`config.mk`:
```
export PLATFORM = sky130hd
export DESIGN_NAME = beat_sequencer
export DESIGN_NICKNAME = d
export VERILOG_FILES = /design/src/rtl/beat_sequencer.sv
export SDC_FILE = /design/constraint.sdc
export NUM_CORES = 1
export LEC_CHECK = 0
export BUFFER_PORTS_ARGS = -buffer_cell sky130_fd_sc_hd__buf_2
export CORE_UTILIZATION = 65
export CTS_CLUSTER_SIZE = 16
export DETAILED_ROUTE_END_ITERATION = 12
export PLACE_DENSITY_LB_ADDON = 0.3
export SLEW_MARGIN = 20
export SYNTH_ARGS = -nofsm -noshare
export SYNTH_HDL_FRONTEND = slang
export SYNTH_SLANG_ARGS = --single-unit
```
`constraint.sdc`:
```
create_clock -name clk -period 4.59 [get_ports clk]
set_input_delay 0.918 -clock clk [delete_from_list [all_inputs] [get_ports clk]]
set_output_delay 0.918 -clock clk [all_outputs]
set_load 0.02 [all_outputs]
```
`src/rtl/beat_sequencer.sv`:
```
`default_nettype none
// ============================================================================
//  Module   : beat_sequencer
//  Purpose  : 16-step / 4-track pattern playback controller. Gates the tempo
//             generator, advances on beat_tick pulses, emits fixed-length
//             note gates and a bar-start marker.
//  Revision : 1.0 - initial release
// ============================================================================
module beat_sequencer #(
   parameter int STEPS       = 16,
   parameter int TRACKS      = 4,
   parameter int GATE_CYCLES = 2_500_000
) (
   input  logic                       clk,
   input  logic                       reset,
   input  logic                       beat_tick_i,
   input  logic                       start_i,
   input  logic                       stop_i,
   input  logic [$clog2(STEPS)-1:0]   loop_len_i,
   input  logic                       wr_en_i,
   input  logic [$clog2(STEPS)-1:0]   wr_step_i,
   input  logic [TRACKS-1:0]          wr_data_i,
   output logic                       play_en_o,
   output logic [$clog2(STEPS)-1:0]   step_o,
   output logic [TRACKS-1:0]          gate_o,
   output logic                       bar_start_o,
   output logic [1:0]                 state_o
);

   localparam int SW = $clog2(STEPS);
   localparam int CW = $clog2(GATE_CYCLES + 1);
   localparam logic [CW-1:0] c_GATE_LOAD = CW'(GATE_CYCLES);

   localparam logic [1:0] c_IDLE    = 2'b00;
   localparam logic [1:0] c_ARMED   = 2'b01;
   localparam logic [1:0] c_PLAYING = 2'b10;
   localparam logic [1:0] c_DRAIN   = 2'b11;

   logic [TRACKS-1:0] pattern_q [STEPS];

   logic [1:0]        state_q,   state_d;
   logic [SW-1:0]     step_q,    step_d;
   logic [SW-1:0]     loop_q,    loop_d;
   logic [TRACKS-1:0] gate_q,    gate_d;
   logic [CW-1:0]     cnt_q,     cnt_d;
   logic              bar_q,     bar_d;
   logic              play_en_q, play_en_d;

   logic              w_fire;
   logic [SW-1:0]     w_fire_step;
   logic [TRACKS-1:0] w_fire_data;

   // Pattern memory: writable in any state, cleared by reset.
   always_ff @(posedge clk) begin
      if (!reset) begin
         for (int i = 0; i < STEPS; i++) begin
            pattern_q[i] <= '0;
         end
      end else if (wr_en_i) begin
         pattern_q[wr_step_i] <= wr_data_i;
      end
   end

   // Next-state: playback FSM, step advance, gate timing and step fire.
   always_comb begin
      state_d     = state_q;
      step_d      = step_q;
      loop_d      = loop_q;
      gate_d      = gate_q;
      cnt_d       = cnt_q;
      bar_d       = 1'b0;
      play_en_d   = play_en_q;
      w_fire      = 1'b0;
      w_fire_step = '0;
      w_fire_data = '0;

      // Gate countdown; gates drop on the edge where the count hits zero.
      if (cnt_q != '0) begin
         cnt_d = cnt_q - 1'b1;
         if (cnt_q == CW'(1)) begin
            gate_d = '0;
         end
      end

      case (state_q)
         c_IDLE: begin
            step_d    = '0;
            gate_d    = '0;
            cnt_d     = '0;
            play_en_d = 1'b0;
            if (start_i && !stop_i) begin
               state_d   = c_ARMED;
               loop_d    = loop_len_i;
               play_en_d = 1'b1;
            end
         end
         c_ARMED: begin
            if (stop_i) begin
               state_d   = c_IDLE;
               play_en_d = 1'b0;
            end else if (beat_tick_i) begin
               state_d     = c_PLAYING;
               w_fire      = 1'b1;
               w_fire_step = '0;
            end
         end
         c_PLAYING: begin
            if (stop_i) begin
               state_d   = c_DRAIN;
               play_en_d = 1'b0;
            end else if (beat_tick_i) begin
               w_fire = 1'b1;
               if (step_q == loop_q) begin
                  // Wrap: a new loop length only takes effect at bar start.
                  w_fire_step = '0;
                  loop_d      = loop_len_i;
               end else begin
                  w_fire_step = step_q + 1'b1;
               end
            end
         end
         default: begin
            // DRAIN: ticks ignored, wait for the running gate to expire.
            if (cnt_q == '0) begin
               state_d = c_IDLE;
               step_d  = '0;
            end
         end
      endcase

      if (w_fire) begin
         // A write to the firing step in the same cycle wins over the stored row.
         if (wr_en_i && (wr_step_i == w_fire_step)) begin
            w_fire_data = wr_data_i;
         end else begin
            w_fire_data = pattern_q[w_fire_step];
         end
         step_d = w_fire_step;
         gate_d = w_fire_data;
         cnt_d  = c_GATE_LOAD;
         bar_d  = (w_fire_step == '0);
      end
   end

   // Registered state and outputs.
   always_ff @(posedge clk) begin
      if (!reset) begin
         state_q   <= c_IDLE;
         step_q    <= '0;
         loop_q    <= '0;
         gate_q    <= '0;
         cnt_q     <= '0;
         bar_q     <= 1'b0;
         play_en_q <= 1'b0;
      end else begin
         state_q   <= state_d;
         step_q    <= step_d;
         loop_q    <= loop_d;
         gate_q    <= gate_d;
         cnt_q     <= cnt_d;
         bar_q     <= bar_d;
         play_en_q <= play_en_d;
      end
   end

   assign play_en_o   = play_en_q;
   assign step_o      = step_q;
   assign gate_o      = gate_q;
   assign bar_start_o = bar_q;
   assign state_o     = state_q;

endmodule
`default_nettype wire
```
==> flow_summary.json, run 1 <==
{
  "status": "complete, no violations",
  "multi_input_area_sq_um": 2480,
  "diodes": 0,
  "max_slew.worst_pin.slew_ns": 0.792,
  "syn_area_sq_um": 5290,
  "wl_met3_um": 599,
  "fmax_mhz": 321,
  "viasPerCell": 6.02,
  "dieArea_sq_um": 8500,
  "period_minus_slack_ns": 3.11,
  "critPathBufInv": 1,
  "cts_tree": "built",
  "layout.area.seq_sq_um": 2680,
  "setup_violations": 0,
  "synth-seq-cells": 102,
  "timing.hold.ws_ns": 0.499,
  "synth-seq-area-share": 0.507,
  "cts_root_buf": "clkbuf_8",
  "timing.final.hold_violations": 0,
  "worstReg2RegStart": "step_o[0]",
  "cts.path.max_buffers": 2,
  "drt-met1-wl_mm": 4.61,
  "drive_gt1_frac": 0.102,
  "clkTransAtPathRegs_ns": 0.09,
  "met2_length_mm": 5.89,
  "drtIter0Drc": 218,
  "ys.flop_type": "edfxtp_1",
  "drcViolationCount": 0,
  "worstHoldPathCells": 2,
  "fin_nets": 552,
  "nFillCells": 587,
  "rrSetupSlack_ns": 1.48,
  "hold_buffers": 0,
  "grt_setup_unrepaired": "false",
  "globalRouteTotalUtil": 0.289,
  "arrival_ns": 3.39,
  "boundaryPins": 30,
  "port_buffers": 29,
  "grt_pass1_vias": 3898,
  "gp_congestion": 0.970,
  "fin_crit_sh": 0.678,
  "hpwl_mm": 8.27,
  "initial_utilization": 0.677,
  "ys_types": 57,
  "cp_cell_sequence": "buf_4 -> ha_1 -> xor2_1 -> nand2_1 -> xnor2_1 -> or4_1 -> and3_1 -> o31ai_2",
  "crit_type": "reg2reg",
  "crit_fanout": 28,
  "cp_slowest_cell": "xor2_1",
  "dieWidth_um": 92.2,
  "synth_edf_count": 64,
  "clkLatencyLatePin_ns": 0.36,
  "h-tree-depth": 3,
  "skew_ns": 0.0132,
  "dp_cells": 617,
  "drt-pass1-iter-count": 6,
  "core_sq_um": 7810,
  "holdCritPathClass": "reg2reg",
  "end_kind": "flop",
  "path_delay_family": "simple AND/OR/NAND/NOR gates",
  "dieHeight_um": 92.2,
  "syn_nets": 532,
  "r2r_cells": 8,
  "rows": 32,
  "postSynthAreaPerCell_sq_um": 10.5,
  "maxSlewViolCount": 0,
  "avgRoutedWirePerCell_um": 17.8,
  "cp-start-kind": "flop",
  "ant_nets": 0,
  "syn_to_final_growth_pct": 7.76,
  "synth-warning-count": 0,
  "grt_max_degree": 31,
  "cts_setup_buffers": 0,
  "setup-tns-final_ns": 0,
  "async_flop_share": 0,
  "grt_pass1_wl_mm": 18.7,
  "antenna_found_initial": 0,
  "cp.depth": 8,
  "top_layer_used": "met4",
  "drt_wl_total_mm": 11.3,
  "synth_cells": 506,
  "hp-start": "gate_o[1]",
  "maxCapViolations": 0,
  "worstPathRequired_ns": 4.87,
  "cts_resized": 0,
  "cts_made_buffers": 9,
  "p_leak_uw": 0.00215,
  "grt.overflow.total": 0,
  "fin_cells": 633,
  "peakVddDrop_mv": 0.325,
  "power_density_nw_per_um2": 547,
  "vias": 3812,
  "worstSetupStartpoint": "step_o[0]",
  "cts_sinks": 102,
  "critPathMaxStageDelay_ns": 0.62,
  "relSlewSlack": 0.465
}
[area by class of cell]
cell class,count,area share
Clock inverter,3,0.00768
Clock buffer,13,0.0281
Tap cell,102,0.0224
Sequential cell,102,0.471
Multi-Input combinational cell,374,0.436
Timing Repair Buffer,34,0.0321
Inverter,5,0.00329
[through the flow]
step	setup WS (ns)	power (uW)	utilization	cell area, sq um
after detailed placement	1.34	2540	0.704	5500
after global routing	1.28	3340	0.730	5700
after global placement	1.38	2490	0.704	5500
final	1.48	3120	0.730	5700
after floorplan	1.53	2290	-	5290
after CTS	1.52	3120	0.730	5700
[cell usage in the layout, fill, tap and decap left out, types with 9 or more instances in the layout]
cell type	count
clkbuf_8	9
nor2b_1	13
o21ai_0	19
a21oi_1	13
xor2_1	17
nand2b_1	16
nand2_1	31
xnor2_1	12
edfxtp_1	64
mux2i_1	24
buf_2	29
nor2_1	50
and2_1	71
nand3_1	13
nor3_1	12
dfxtp_1	38
[final timing paths]
kind                                  end
worst min-delay path            gate_o[1]
worst max-delay path            gate_o[3]
worst max register to register  gate_o[3]
worst min register to register  gate_o[1]
[per-layer routing]
metal  GRT usage  vias to the layer above
met5           0                        -
met4       0.112                        0
met3      0.0622                       20
met2       0.522                      134
met1       0.333                     1828
li1            -                     1830
[worst register-to-register path, cell delays in order (launching register included)]
cell and delay, ns:
dfxtp_1 0.40, buf_4 0.36, ha_1 0.28, xor2_1 0.62, nand2_1 0.22, xnor2_1 0.16
or4_1 0.60, and3_1 0.21, o31ai_2 0.19
[cells in the mapped netlist, drive strengths merged, types with 2 or more instances]
master	n	share of area
mux4	2	0.0085
dfxtp	38	0.14
o211ai	3	0.0043
and2	71	0.084
clkbuf	19	0.013
mux2i	24	0.045
o41ai	3	0.012
xor2	19	0.036
a31oi	2	0.0024
inv	5	0.0035
a21oi	13	0.012
o211a	2	0.0038
nand2	31	0.022
a21boi	3	0.0043
xnor2	12	0.020
nand3	13	0.012
nor3b	2	0.0028
o21ai	19	0.018
a211oi	3	0.0043
edfxtp	64	0.36
and3	3	0.0035
nor4	7	0.0083
nor2b	13	0.015
nand4	6	0.0071
o21a	3	0.0043
buf	6	0.0062
nand4b	2	0.0033
ha	8	0.019
nand2b	16	0.019
o22ai	2	0.0024
o31ai	3	0.0052
nand3b	4	0.0057
a221oi	2	0.0033
nor2	50	0.035
nor3	12	0.011
o221ai	2	0.0033
or3	3	0.0035
or4	2	0.0028
o32ai	2	0.0033
[where the power goes]
part / total [uW] / leakage (uW) / switching, uW / internal (uW)
registers: 1170 / 0.000919 / 86.3 / 1090
clock network: 585 / 0.000103 / 298 / 288
logic: 1360 / 0.00113 / 800 / 561
total: 3120 / 0.00215 / 1180 / 1930
[registers in the layout (all words and copies together), names as in the netlist]
register,flops
cnt_q,22
bar_start_o,1
state_o,2
gate_o,4
step_o,4
loop_q,4
pattern_q,64
play_en_o,1
[kinds of logic (layout without fill, tap and decap cells)]
kind of cell             after synthesis  after routing  share of synthesized area
AND/OR/NAND/NOR                      240            240                      0.245
flip-flops                           102            102                      0.507
AO/OA/AOI/OAI                         69             69                     0.0951
XOR/XNOR                              31             31                     0.0563
buffers and inverters                 30             55                     0.0232
multiplexers                          26             26                     0.0539
adder cells (fa/ha/maj)                8              8                     0.0189
Power figures use the tool's default switching activity.
==> run 2: changes to the inputs <==
CORE_UTILIZATION = 61   (was 65)
clock period = 2.9 ns   (was 4.59 ns; I/O delays follow)
==> flow_summary.json, run 2 (synthesized netlist as in run 1, its figures left out) <==
{
  "hp-start": "loop_len_i[3]",
  "whs_endpoint": "loop_q[3]",
  "gr-usage-met3": 0.0566,
  "setup_violations": 0,
  "r2r_cells": 7,
  "rows": 33,
  "worstHoldPathCells": 3,
  "core_sq_um": 8300,
  "nFillCells": 646,
  "cts.path.max_buffers": 2,
  "cp_slowest_cell": "or4_1",
  "largestRegisters": "pattern_q: 64 flops, cnt_q: 22 flops",
  "critPathMaxStageDelay_ns": 0.63,
  "fin_cells": 644,
  "status": "complete, no violations",
  "layout_commonest_cell": "and2_1",
  "viasPerCell": 5.99,
  "p_leak_uw": 0.00219,
  "cts_setup_buffers": 0,
  "rrSetupSlack_ns": 0.19,
  "dieArea_sq_um": 9050,
  "drt-pass1-iter-count": 5,
  "fmax_mhz": 369,
  "drive_gt1_frac": 0.121,
  "arrival_ns": 2.99,
  "crit_fanout": 7,
  "relSlewSlack": 0.528,
  "dieWidth_um": 95.1,
  "clkLatencyLatePin_ns": 0.38,
  "initial_utilization": 0.637,
  "maxCapViolations": 0,
  "end_kind": "flop",
  "drtIter0Drc": 166,
  "diodes": 0,
  "grt.busiest_layer": "met2",
  "globalRouteTotalUtil": 0.277,
  "worstReg2RegStart": "step_o[2]",
  "peakVddDrop_mv": 0.584,
  "grt.overflow.total": 0,
  "avgRoutedWirePerCell_um": 17.9,
  "holdCritPathClass": "in2reg",
  "skew_ns": 0.0182,
  "cp-start-kind": "flop",
  "cts_made_buffers": 9,
  "dieHeight_um": 95.1,
  "dp_cells": 628,
  "layout_common_cells": "71 x and2_1, 64 x edfxtp_1, 50 x nor2_1",
  "grt_max_degree": 25,
  "regMostFlops": "pattern_q",
  "grt_use_met1": 0.320,
  "clkTransAtPathRegs_ns": 0.10,
  "period_minus_slack_ns": 2.71,
  "gp_congestion": 0.902,
  "cts_root_buf": "clkbuf_8",
  "grt_pass1_vias": 3835,
  "fin_crit_sh": 0.934,
  "port_buffers": 29,
  "largest_reg_flops": 64,
  "maxSlewViolCount": 0,
  "cp_cell_sequence": "xor2_4 -> o41ai_4 -> xor2_1 -> nand2_1 -> or4_1 -> o211a_1 -> o31ai_1",
  "max_slew.worst_pin.slew_ns": 0.705,
  "syn_to_final_growth_pct": 8.71,
  "drt_wl_total_mm": 11.5,
  "h-tree-depth": 3,
  "timing.final.hold_violations": 0,
  "boundaryPins": 30,
  "cts_sinks": 102,
  "grt_setup_unrepaired": "false",
  "grt_pass1_wl_mm": 18.5,
  "r2r_end": "gate_o[0]",
  "vias": 3859,
  "setup-tns-final_ns": 0,
  "met2_usage": 0.506,
  "hpwl_mm": 8.25,
  "p_total_uw": 4960,
  "worstPathRequired_ns": 3.18,
  "cts_tree": "built",
  "antenna_found_initial": 0,
  "power_density_nw_per_um2": 863,
  "fin_nets": 560,
  "drcViolationCount": 0,
  "crit_type": "reg2reg",
  "ant_nets": 0
}
## run 2: critical path: cells and delay by family, from the launching register on
family / cells / cell delay [ns]
flops: 1 / 0.55
simple gates: 2 / 0.69
compound gates: 3 / 1.00
xor+xnor: 2 / 0.35
## run 2: per-layer routing
metal | part of all wire | vias up | routed length, um
li1 | - | 1855 | -
met3 | 0.050 | 20 | 573
met2 | 0.51 | 107 | 5910
met4 | 0.017 | 0 | 200
met1 | 0.42 | 1877 | 4830
met5 | 0 | - | 0
## run 2: layout make-up
type / count / area, sq um / area share
Tap cell: 105 / 131 / 0.0229
Timing Repair Buffer: 42 / 243 / 0.0422
Sequential cell: 102 / 2680 / 0.467
Clock inverter: 7 / 63.8 / 0.0111
Inverter: 5 / 18.8 / 0.00326
Multi-Input combinational cell: 374 / 2490 / 0.432
Clock buffer: 9 / 124 / 0.0215
## run 2: per-stage QoR
step            util  hold slack, ns  area, sq um  setup WS, ns
6_report       0.693           0.458         5750         0.190
5_1_grt        0.693           0.474         5750        0.0225
4_1_cts        0.692           0.455         5750         0.151
3_5_place_dp   0.670           0.486         5560         0.174
3_3_place_gp   0.670           0.479         5560         0.293
2_1_floorplan      -           0.471         5290         0.174
## run 2: how the worst max path moves through the flow
stage                     slack (ns)        from         to  cells past startpoint
after floorplan                 0.17      stop_i  gate_o[3]                      8
after global placement          0.29      stop_i  gate_o[3]                      8
after detailed placement        0.17      stop_i  gate_o[0]                      8
after CTS                       0.15  state_o[0]  gate_o[0]                      9
after global routing            0.02   step_o[2]  gate_o[0]                      7
final                           0.19   step_o[2]  gate_o[0]                      7
## run 2: repair_timing
item	CTS	global route
setup endpoints to repair	0	1
resized for setup	0	1
hold buffers	0	0
endpoints found under the hold margin	0	0
## run 2: power breakdown
group	switching [uW]	internal, uW
Sequential	134	1720
Combinational	1290	955
Clock	538	334
